===== src/rtl/clk_en_gen.sv =====
// ---------------------------------------------------------------------------
// clk_en_gen
//
// Reset sequencer plus programmable clock-enable generator, both running on
// a free-running on-chip oscillator.
//
// After rst_n is released, the block holds the downstream reset for
// 2 + HOLD_CYCLES clock edges:
//   - 2 edges go to the reset synchronizer.
//   - HOLD_CYCLES edges go to the hold counter.
// It then releases sys_rst_n and raises ready. From then on, en starts and
// stops a divider that emits a one-cycle tick every (active_div + 1) cycles.
// div_clk is a square wave that toggles on each tick.
//
// Parameters
//   HOLD_CYCLES : oscillator cycles held in reset after the synchronizer
//   DIV_W       : width of the divide value and the period counter
//
// Ports
//   clk       in   oscillator clock; all logic uses its rising edge
//   rst_n     in   asynchronous active-low reset
//   en        in   tick generation enable
//   div_val   in   requested period minus one
//   div_load  in   one-cycle strobe that captures div_val
//   sys_rst_n out  downstream reset; asserted asynchronously, released
//                  synchronously
//   ready     out  high once the hold period is complete
//   tick      out  one-cycle clock-enable pulse
//   div_clk   out  registered square wave, toggles on each tick
//
// Outputs are registered. tick is high in the cycle where the period counter
// is 0, so tick and the counter stay aligned without a combinational path.
// ---------------------------------------------------------------------------
module clk_en_gen #(
  parameter int unsigned HOLD_CYCLES = 1024,
  parameter int unsigned DIV_W       = 16
) (
  input  logic             clk,
  input  logic             rst_n,
  input  logic             en,
  input  logic [DIV_W-1:0] div_val,
  input  logic             div_load,
  output logic             sys_rst_n,
  output logic             ready,
  output logic             tick,
  output logic             div_clk
);

  localparam int unsigned HOLD_W = (HOLD_CYCLES > 1) ? $clog2(HOLD_CYCLES) : 1;
  localparam logic [HOLD_W-1:0] HOLD_LAST = HOLD_W'(HOLD_CYCLES - 1);
  localparam logic [DIV_W-1:0]  DIV_ZERO  = {DIV_W{1'b0}};
  localparam logic [DIV_W-1:0]  DIV_ONE   = DIV_W'(1);
  localparam logic [HOLD_W-1:0] HOLD_ZERO = {HOLD_W{1'b0}};
  localparam logic [HOLD_W-1:0] HOLD_ONE  = HOLD_W'(1);

  typedef enum logic [1:0] {
    ST_HOLD = 2'b00,
    ST_IDLE = 2'b01,
    ST_RUN  = 2'b10
  } state_e;

  // Reset synchronizer
  logic sync1_q;
  logic sync2_q;

  // Sequencer / divider state
  state_e            state_q,     state_d;
  logic [HOLD_W-1:0] hold_cnt_q,  hold_cnt_d;
  logic [DIV_W-1:0]  cnt_q,       cnt_d;
  logic [DIV_W-1:0]  active_q,    active_d;
  logic [DIV_W-1:0]  shadow_q,    shadow_d;
  logic              pending_q,   pending_d;

  // Registered outputs
  logic              tick_q,      tick_d;
  logic              div_clk_q,   div_clk_d;
  logic              ready_q,     ready_d;
  logic              sys_rst_n_q, sys_rst_n_d;

  // Value a reload takes.
  // A strobe on the reload cycle itself governs the next period. Otherwise a
  // pending shadow value is used, and failing that the current value.
  logic [DIV_W-1:0]  reload_val_s;

  // Two-flop synchronizer: clears asynchronously, releases on clk
  always_ff @(posedge clk or negedge rst_n) begin
    if (!rst_n) begin
      sync1_q <= 1'b0;
      sync2_q <= 1'b0;
    end else begin
      sync1_q <= 1'b1;
      sync2_q <= sync1_q;
    end
  end

  // Select the divide value used at the next reload point
  always_comb begin
    reload_val_s = active_q;
    if (div_load) begin
      reload_val_s = div_val;
    end else if (pending_q) begin
      reload_val_s = shadow_q;
    end else begin
      reload_val_s = active_q;
    end
  end

  // Next-state logic for the sequencer FSM, divider and outputs
  always_comb begin
    state_d    = state_q;
    hold_cnt_d = hold_cnt_q;
    cnt_d      = cnt_q;
    active_d   = active_q;
    shadow_d   = shadow_q;
    pending_d  = pending_q;

    // The shadow register always tracks the most recent strobe
    if (div_load) begin
      shadow_d = div_val;
    end else begin
      shadow_d = shadow_q;
    end

    case (state_q)
      ST_HOLD: begin
        // No period is in flight, so a load applies at once
        if (div_load) begin
          active_d = div_val;
        end else begin
          active_d = active_q;
        end
        pending_d = 1'b0;
        // Count only once the synchronized reset has been released
        if (sync2_q) begin
          if (hold_cnt_q == HOLD_LAST) begin
            state_d = ST_IDLE;
          end else begin
            hold_cnt_d = hold_cnt_q + HOLD_ONE;
          end
        end else begin
          hold_cnt_d = HOLD_ZERO;
        end
        cnt_d = active_d;
      end

      ST_IDLE: begin
        if (div_load) begin
          active_d = div_val;
        end else begin
          active_d = active_q;
        end
        pending_d = 1'b0;
        if (en) begin
          state_d = ST_RUN;
        end else begin
          state_d = ST_IDLE;
        end
        // Preload so the first tick lands active_div+1 cycles after en
        cnt_d = active_d;
      end

      ST_RUN: begin
        if (!en) begin
          // Leaving RUN: settle any pending value and park the counter
          state_d   = ST_IDLE;
          active_d  = reload_val_s;
          cnt_d     = reload_val_s;
          pending_d = 1'b0;
        end else if (cnt_q == DIV_ZERO) begin
          // Tick cycle: reload, picking up any pending value
          active_d  = reload_val_s;
          cnt_d     = reload_val_s;
          pending_d = 1'b0;
        end else begin
          // Mid-period: defer loads so the current period is not truncated
          cnt_d = cnt_q - DIV_ONE;
          if (div_load) begin
            pending_d = 1'b1;
          end else begin
            pending_d = pending_q;
          end
        end
      end

      default: begin
        state_d    = ST_HOLD;
        hold_cnt_d = HOLD_ZERO;
        cnt_d      = DIV_ZERO;
        active_d   = DIV_ZERO;
        pending_d  = 1'b0;
      end
    endcase

    // tick is high exactly while the counter sits at 0 in RUN
    tick_d      = (state_d == ST_RUN) && (cnt_d == DIV_ZERO);
    div_clk_d   = tick_q ? ~div_clk_q : div_clk_q;
    ready_d     = (state_d != ST_HOLD);
    sys_rst_n_d = (state_d != ST_HOLD);
  end

  // Sequencer FSM, divider and output registers
  always_ff @(posedge clk or negedge rst_n) begin
    if (!rst_n) begin
      state_q     <= ST_HOLD;
      hold_cnt_q  <= HOLD_ZERO;
      cnt_q       <= DIV_ZERO;
      active_q    <= DIV_ZERO;
      shadow_q    <= DIV_ZERO;
      pending_q   <= 1'b0;
      tick_q      <= 1'b0;
      div_clk_q   <= 1'b0;
      ready_q     <= 1'b0;
      sys_rst_n_q <= 1'b0;
    end else begin
      state_q     <= state_d;
      hold_cnt_q  <= hold_cnt_d;
      cnt_q       <= cnt_d;
      active_q    <= active_d;
      shadow_q    <= shadow_d;
      pending_q   <= pending_d;
      tick_q      <= tick_d;
      div_clk_q   <= div_clk_d;
      ready_q     <= ready_d;
      sys_rst_n_q <= sys_rst_n_d;
    end
  end

  assign sys_rst_n = sys_rst_n_q;
  assign ready     = ready_q;
  assign tick      = tick_q;
  assign div_clk   = div_clk_q;

endmodule


===== config.mk =====
export PLATFORM = sky130hd
export DESIGN_NAME = clk_en_gen
export DESIGN_NICKNAME = d
export VERILOG_FILES = /design/src/rtl/clk_en_gen.sv
export SDC_FILE = /design/constraint.sdc
export NUM_CORES = 1
export LEC_CHECK = 0
export BUFFER_PORTS_ARGS = -buffer_cell sky130_fd_sc_hd__buf_2
export CAP_MARGIN = 20
export CORE_MARGIN = 3
export CORE_UTILIZATION = 63
export CTS_BUF_LIST = sky130_fd_sc_hd__clkbuf_8
export DETAILED_ROUTE_END_ITERATION = 16
export GPL_TIMING_DRIVEN = 1
export PLACE_DENSITY_LB_ADDON = 0.08
export SETUP_SLACK_MARGIN = 0.1
export SLEW_MARGIN = 20
export SYNTH_ARGS = -nofsm -noshare
export SYNTH_HDL_FRONTEND = slang
export SYNTH_SLANG_ARGS = --single-unit

===== constraint.sdc =====
create_clock -name clk -period 3.4 [get_ports clk]
set_input_delay 0.17 -clock clk [delete_from_list [all_inputs] [get_ports clk]]
set_output_delay 0.17 -clock clk [all_outputs]
set_load 0.05 [all_outputs]

==> results.md, run 1 <==
* Remaining DRCs at 0
* Clock latency on the worst-skew pair at 0.33 ns
* Initial antenna violation count at 0
* Post-DP HPWL at 6212 µm
* Gpl congestion at 0.9511
* CTS sink cnt at 66
* WL/cell at 16.85 µm
* Postcts setup bufs at 0
* Cell count of the worst reg-to-reg path at 9
* CTS Root Buffer Type: clkbuf_8
* Reg-to-Reg Start: cnt_q[0]
* First-pass GRT wire length at 14280 µm
* Layout cells sized above 1 at around 15%
* First DRT Iteration DRCs at 239
* Clock Pin Slew Worst Setup and Hold Paths at 0.07 ns
* Yosys top cell by area: dfrtp_1
* Synth area leaders: dfrtp_1 44%, o21ai_0 6.0%, nand2_1 4.0%
* Net count, final at 461
* Post-synthesis sequential area ratio at roughly 44%
* Placed cell count at 494
* Syn nets at 440
* FP Rows at 27
* Die Area at 6955 µm²
* Final min period at between 2 and 3 ns
* Yosys cell types at 61
* Max-slew headroom at the worst pin at 47.83%
* Area Overhead vs Synth at 10.84%
* Post-synth top area share at roughly 44%
* Placement Cell Area at roughly 3900 µm²
* Yosys warns at 0
* Cell count of the worst hold path at 3
* Period utilization at 86.97%
* Worst EP arrival at approximately 3.2 ns
* Standby leakage power at 0.001885 µW
* Max Clock Skew at just under 0.008 ns
* Vias in the first global route at 2951
* Core ar. at 5642 µm²
* Slew Viols, Final at 0
* GRT Total Usage at 25.64%
* RSZ-0062 raised after global routing: false
* Pwr per Cell Area at 452.5 nW/µm²
* Die Width at roughly 83 µm
* Hold WC Path Type: input pin to flop
* Final Hold Vio Count at 0
* Die Height at ~83 µm
* Critical Path Fanout Max at 22
* Total power at 1893 µW
* Fraction of registers with async set/reset at 100.0%
* Non-filler cells, final at 511
* Wirelength, routed at 8612 µm
* Peak supply drop at between 0.3 and 0.4 mV
* Starting density of the core at 66.89%
* Post-synth EDFFs at 0
* CTS buffer count at 9
* Ys flop type: dfrtp_1
* CP Class: flop to flop
* Top achievable clock speed at 0.3382 GHz
* Largest net degree at the start of global routing at 55
* Critical Path End Type: flop
* Via-per-instance ratio at 6.006
* Final setup viols at 0
* TritonCTS clock tree: built
* First-pass DRT Iterations at 7
* FF+latch count, synth at 66
* Port Buf Inserts at 23
* Data required, critical path at 3.63 ns
* Synthesized area per cell at 9.137 µm²
* Outcome: finished clean
* Setup TNS at 0 ns
* Antenna-violating nets left at 0
* Total grt overflow at 0
* CP startpoint kind: flop
* Mapped cell area at about 3800 µm²
* Worst-case clock buffer depth at 2
* Hold path startpoint: div_val[6]
* Worst Tran Pin Value at 0.7826 ns
* Critical Path Start: cnt_q[0]
* Ports at 24
* Antenna Cells at 0
* Core Util, Final at 74.14%
* PostCTS Resize Cnt at 0
* Via Count at 3069
* H-Tree Depth at 3
* Post-route cell area at between 4000 and 5000 µm²
* Max cap viols at 0
* Synth Instances at 413
[cell usage in the layout (no fill, tap or decap), types with 3 or more instances in the layout]
| master | count |
|---|---|
| nor3_1 | 4 |
| or3_1 | 3 |
| mux2i_1 | 12 |
| nand4_1 | 8 |
| a32o_1 | 3 |
| o31ai_1 | 5 |
| mux2_2 | 5 |
| nand3_1 | 7 |
| dfrtp_1 | 66 |
| ha_1 | 7 |
| xnor2_1 | 8 |
| nor2_1 | 31 |
| buf_2 | 23 |
| a21oi_1 | 19 |
| inv_1 | 34 |
| a22o_1 | 4 |
| nand2b_1 | 7 |
| nor4_1 | 5 |
| clkbuf_8 | 11 |
| xor2_1 | 13 |
| nand2_1 | 40 |
| o21ai_0 | 45 |
| buf_4 | 10 |
| a22oi_1 | 8 |
| a32oi_1 | 4 |
| o22ai_1 | 6 |
[state kept, by name, summed over array words and instances, names as in the netlist]
signal,cells
sys_rst_n,1
state_q,2
sync1_q,1
cnt_q,16
hold_cnt_q,10
div_clk,1
pending_q,1
shadow_q,16
active_q,16
sync2_q,1
tick,1
[final cells by class]
type                       count  area, µm²
inverter                      33      123.9
timing repair buffer          34      200.2
sequential                    66       1652
tap                           72      90.09
clock inverter                 5      77.57
multi-input combinational    290       1888
fill                         408       1459
clock buffer                  11      151.4
[through the flow]
step           hold WS (ns)  setup slack (ns)
2_1_floorplan       -0.1256            0.7679
3_3_place_gp         0.2456            0.5932
3_5_place_dp         0.2488            0.4949
4_1_cts             0.07529            0.4670
5_1_grt             0.07765            0.2619
6_report            0.08227            0.4429
[power breakdown]
| part | switching (µW) | leakage (µW) | internal, µW | total, µW |
|---|---|---|---|---|
| clock | 291 | 0.000121 | 450 | 742 |
| sequential | 46.4 | 0.000831 | 842 | 889 |
| combinational | 152 | 0.000933 | 110 | 262 |
| total | 490 | 0.00188 | 1400 | 1890 |
[logic make-up after synthesis]
group                      share of synthesized area, %
xor gates and xnor gates                          4.874
muxes                                             4.675
buffers and inverters                             6.200
adders and majority gates                         2.321
AOI/OAI and AO/OA                                 20.69
and+or+nand+nor                                   17.37
other                                           0.09937
DFF                                               43.77
[metal layers]
metal | global-route usage (%) | wire length (µm)
met1 | 35.66 | 3959
met2 | 39.72 | 4033
met3 | 4.067 | 406
met4 | 11.29 | 213
met5 | 0 | 0
[cells in the mapped netlist, types with 3 or more instances]
| master | count |
|---|---|
| or3_1 | 3 |
| a22o_1 | 4 |
| o31ai_1 | 5 |
| nand4_1 | 8 |
| o22ai_1 | 6 |
| a32oi_1 | 4 |
| nor4_1 | 5 |
| nand2b_1 | 7 |
| dfrtp_1 | 66 |
| a22oi_1 | 8 |
| ha_1 | 7 |
| mux2i_1 | 12 |
| clkbuf_1 | 18 |
| xnor2_1 | 8 |
| nand3_1 | 7 |
| mux2_2 | 5 |
| a21oi_1 | 19 |
| o21ai_0 | 45 |
| nand2_1 | 40 |
| nor3_1 | 4 |
| nor2_1 | 31 |
| a32o_1 | 3 |
| inv_1 | 33 |
| xor2_1 | 13 |
[path summary, 6_finish.rpt]
| check | slack (ns) | endpoint |
|---|---|---|
| max in group asynchronous | 2.26 | sync1_q |
| setup reg to reg | 0.44 | tick |
| min in group asynchronous | 0.42 | div_clk |
| hold reg to reg | 0.35 | sync2_q |
| setup / recovery | 0.44 | tick |
| hold / removal | 0.08 | shadow_q[6] |
[worst max-delay path, stage by stage, from the launching register on]
cell and delay, ns:
dfrtp_1 0.40, inv_1 0.11, ha_1 0.16, or4b_1 0.54, o41a_4 0.57, and2_4 0.29
o32ai_2 0.13, nor4b_2 0.26, nand4b_1 0.14, nor4_2 0.24
[what timing repair did]
item	4_1_cts	5_1_grt
hold buffers	1	0
endpoints found under the hold margin	29	0
endpoints found under the setup margin	0	0
(Power assumes the default switching activity.)
==> run 2, diff against run 1 <==
BUFFER_PORTS_ARGS = -buffer_cell sky130_fd_sc_hd__buf_4   (was -buffer_cell sky130_fd_sc_hd__buf_2)
CORE_UTILIZATION = 57   (was 63)
clock period = 2.55 ns   (was 3.4 ns; I/O delays follow)
==> run 2 against run 1 <==
Net effect:
- the flow now finishes with violations (setup timing)
- non-clock buffer count up 37
- first-iteration DRC count up 17%
- register-to-register slack worse by 0.45 ns
- worst hold slack worse by 0.074 ns
- critical path type unchanged
- critical endpoint unchanged
==> results.md, run 2 (synthesis results as in run 1) <==
* Pwr per Cell Area at 558.8 nW/µm² (was 452.5 nW/µm²)
* Fillers at 510 (was 408)
* Area Overhead vs Synth at 21.62% (was 10.84%)
* Seq pwr share at 46.0% (was 47.0%)
* R2r setup slk at -0.006 ns (was 0.44 ns)
* Die Height at 87.37 µm (was 83.40 µm)
* Antenna-violating nets left at 0 (unchanged)
* Most frequent cells in the layout: 69 x buf_4, 66 x dfrtp_1, 44 x o21ai_0 (was 66 x dfrtp_1, 45 x o21ai_0, 40 x nand2_1)
* First DRT Iteration DRCs at 280 (was 239)
* First-pass GRT wire length at 16560 µm (was 14280 µm)
* Initial antenna violation count at 0 (unchanged)
* Min Hold Slack at 0.008058 ns (was 0.08227 ns)
* GRT Total Usage at 27.92% (was 25.64%)
* Layout cells sized above 1 at 24.79% (was 15.26%)
* CP Class: flop to flop (unchanged)
* Slew Viols, Final at 0 (unchanged)
* Via Count at 3285 (was 3069)
* CTS sink cnt at 66 (unchanged)
* Die Width at 87.37 µm (was 83.40 µm)
* Standby leakage power at 0.002082 µW (was 0.001885 µW)
* Net count, final at 498 (was 461)
* Reg-to-Reg Start: cnt_q[10] (was cnt_q[0])
* Post-DP HPWL at 6896 µm (was 6212 µm)
* Gpl congestion at 0.9922 (was 0.9511)
* Cell count of the worst hold path at 3 (unchanged)
* Max-slew headroom at the worst pin at 44.68% (was 47.83%)
* Via-per-instance ratio at 5.940 (was 6.006)
* Clock Pin Slew Worst Setup and Hold Paths at 0.08 ns (was 0.07 ns)
* Wirelength, routed at 9766 µm (was 8612 µm)
* Largest net degree at the start of global routing at 67 (was 55)
* CTS buffer count at 9 (unchanged)
* Top achievable clock speed at 0.3912 GHz (was 0.3382 GHz)
* Data required, critical path at 2.82 ns (was 3.63 ns)
* FP Rows at 29 (was 27)
* Critical Path Fanout Max at 8 (was 22)
* Clock latency on the worst-skew pair at 0.36 ns (was 0.33 ns)
* Hold WC Path Type: input pin to flop (unchanged)
* Top Registers: active_q (16), cnt_q (16), shadow_q (16) (unchanged)
* DP Worst Slack at -0.1069 ns (was 0.4949 ns)
* Ports at 24 (unchanged)
* Period utilization at 100.2% (was 86.97%)
* WL/cell at 17.66 µm (was 16.85 µm)
* Vias in the first global route at 3418 (was 2951)
* Pint at 1814 µW (was 1403 µW)
* Net Switching at 750.7 µW (was 489.9 µW)
* Most common cell after layout, fill and taps aside: buf_4 (was dfrtp_1)
* Min-Delay Endpoint: shadow_q[10] (was shadow_q[6])
* Port Buf Inserts at 23 (unchanged)
* Core ar. at 6386 µm² (was 5642 µm²)
* Max Clock Skew at 0.01010 ns (was 0.007690 ns)
* Max cap viols at 0 (unchanged)
* Die Area at 7633 µm² (was 6955 µm²)
* First-pass DRT Iterations at 4 (was 7)
* Failing checks: setup timing
* TritonCTS clock tree: built (unchanged)
* H-Tree Depth at 3 (unchanged)
* Worst Tran Pin Value at 0.8298 ns (was 0.7826 ns)
* Critical Path End Type: flop (unchanged)
* Starting density of the core at 59.09% (was 66.89%)
* Cell count of the worst reg-to-reg path at 7 (was 9)
* CP startpoint kind: flop (unchanged)
* Final setup viols at 1 (was 0)
* RSZ-0062 raised after global routing: true (was false)
* Worst EP arrival at 2.82 ns (was 3.19 ns)
* Hold path startpoint: div_val[10] (was div_val[6])
* Outcome: finished, violations left (was finished clean)
* Total power at 2564 µW (was 1893 µW)
* Total grt overflow at 0 (unchanged)
* CTS Root Buffer Type: clkbuf_8 (unchanged)
* Gate power share at 18.2% (was 13.9%)
* Peak supply drop at 0.3821 mV (was 0.3243 mV)
* Remaining DRCs at 0 (unchanged)
* Antenna Cells at 0 (unchanged)
* Clk pwr share at 35.9% (was 39.2%)
* Worst-case clock buffer depth at 2 (unchanged)
* Final Hold Vio Count at 0 (unchanged)
* Net Sw Frac at 29.27% (was 25.89%)
* Reg-to-reg endpoint: tick (unchanged)
* Final min period at 2.556 ns (was 2.957 ns)
* Setup ws final at -0.005994 ns (was 0.4429 ns)
run 2: how the worst max path moves through the flow:
| stage | endpoint | cells after the start | slack (ns) | from |
|---|---|---|---|---|
| floorplan | tick | 9 | 0.07 | cnt_q[0] |
| global placement | tick | 9 | -0.08 | cnt_q[1] |
| detailed placement | tick | 9 | -0.11 | cnt_q[1] |
| CTS | tick | 7 | 0.04 | cnt_q[10] |
| global route | tick | 9 | -0.09 | cnt_q[1] |
| finish | tick | 7 | -0.006 | cnt_q[10] |
run 2: final cells by class:
class / count / area (µm²) / share of cell area [%]
multi-input combinational: 290 / 1976 / 43.05
sequential: 66 / 1652 / 35.99
timing repair buffer: 71 / 539.3 / 11.75
clock buffer: 10 / 137.6 / 2.999
inverter: 33 / 123.9 / 2.699
tap: 77 / 96.34 / 2.099
clock inverter: 6 / 65.06 / 1.418
run 2: critical path, stage by stage (launching register included):
cell and delay [ns]:
dfrtp_1 0.39, or4_4 0.57, o41a_4 0.57, and2_4 0.23
o32ai_4 0.11, nor4b_2 0.24, nand4b_1 0.14, nor4_2 0.21
run 2: timing repair:
action                                  in CTS  in global routing
setup buffers                                8                  0
endpoints found under the hold margin       66                  0
hold buffers                                 1                  0
pin swaps                                    9                  0
endpoints found under the setup margin       8                  9
gates resized for setup                     12                  5
run 2: power by group through the flow:
| stage | clock (µW) | combinational, µW | sequential (µW) |
|---|---|---|---|
| after floorplan | 0 | 252 | 1190 |
| after global placement | 0 | 422 | 1190 |
| after detailed placement | 0 | 427 | 1200 |
| after CTS | 932 | 458 | 1180 |
| after global routing | 973 | 512 | 1190 |
| final | 920 | 466 | 1180 |
run 2: through the flow:
stage          utilization, %  instance area [µm²]   TNS [ns]  cells
2_1_floorplan               -                 3790          0    413
3_3_place_gp            66.22                 4229   -0.07634    528
3_5_place_dp            66.22                 4229    -0.1069    528
4_1_cts                 71.45                 4563          0    553
5_1_grt                 71.87                 4589   -0.09089    553
6_report                71.87                 4589  -0.005994    553
run 2: routing by layer:
metal,share of wire (%),vias to the layer above,GRT usage [%]
li1,-,1581,-
met1,44,1584,36.19
met2,47,92,44.32
met3,6.0,28,5.866
met4,3.0,0,13.53
met5,0,-,0
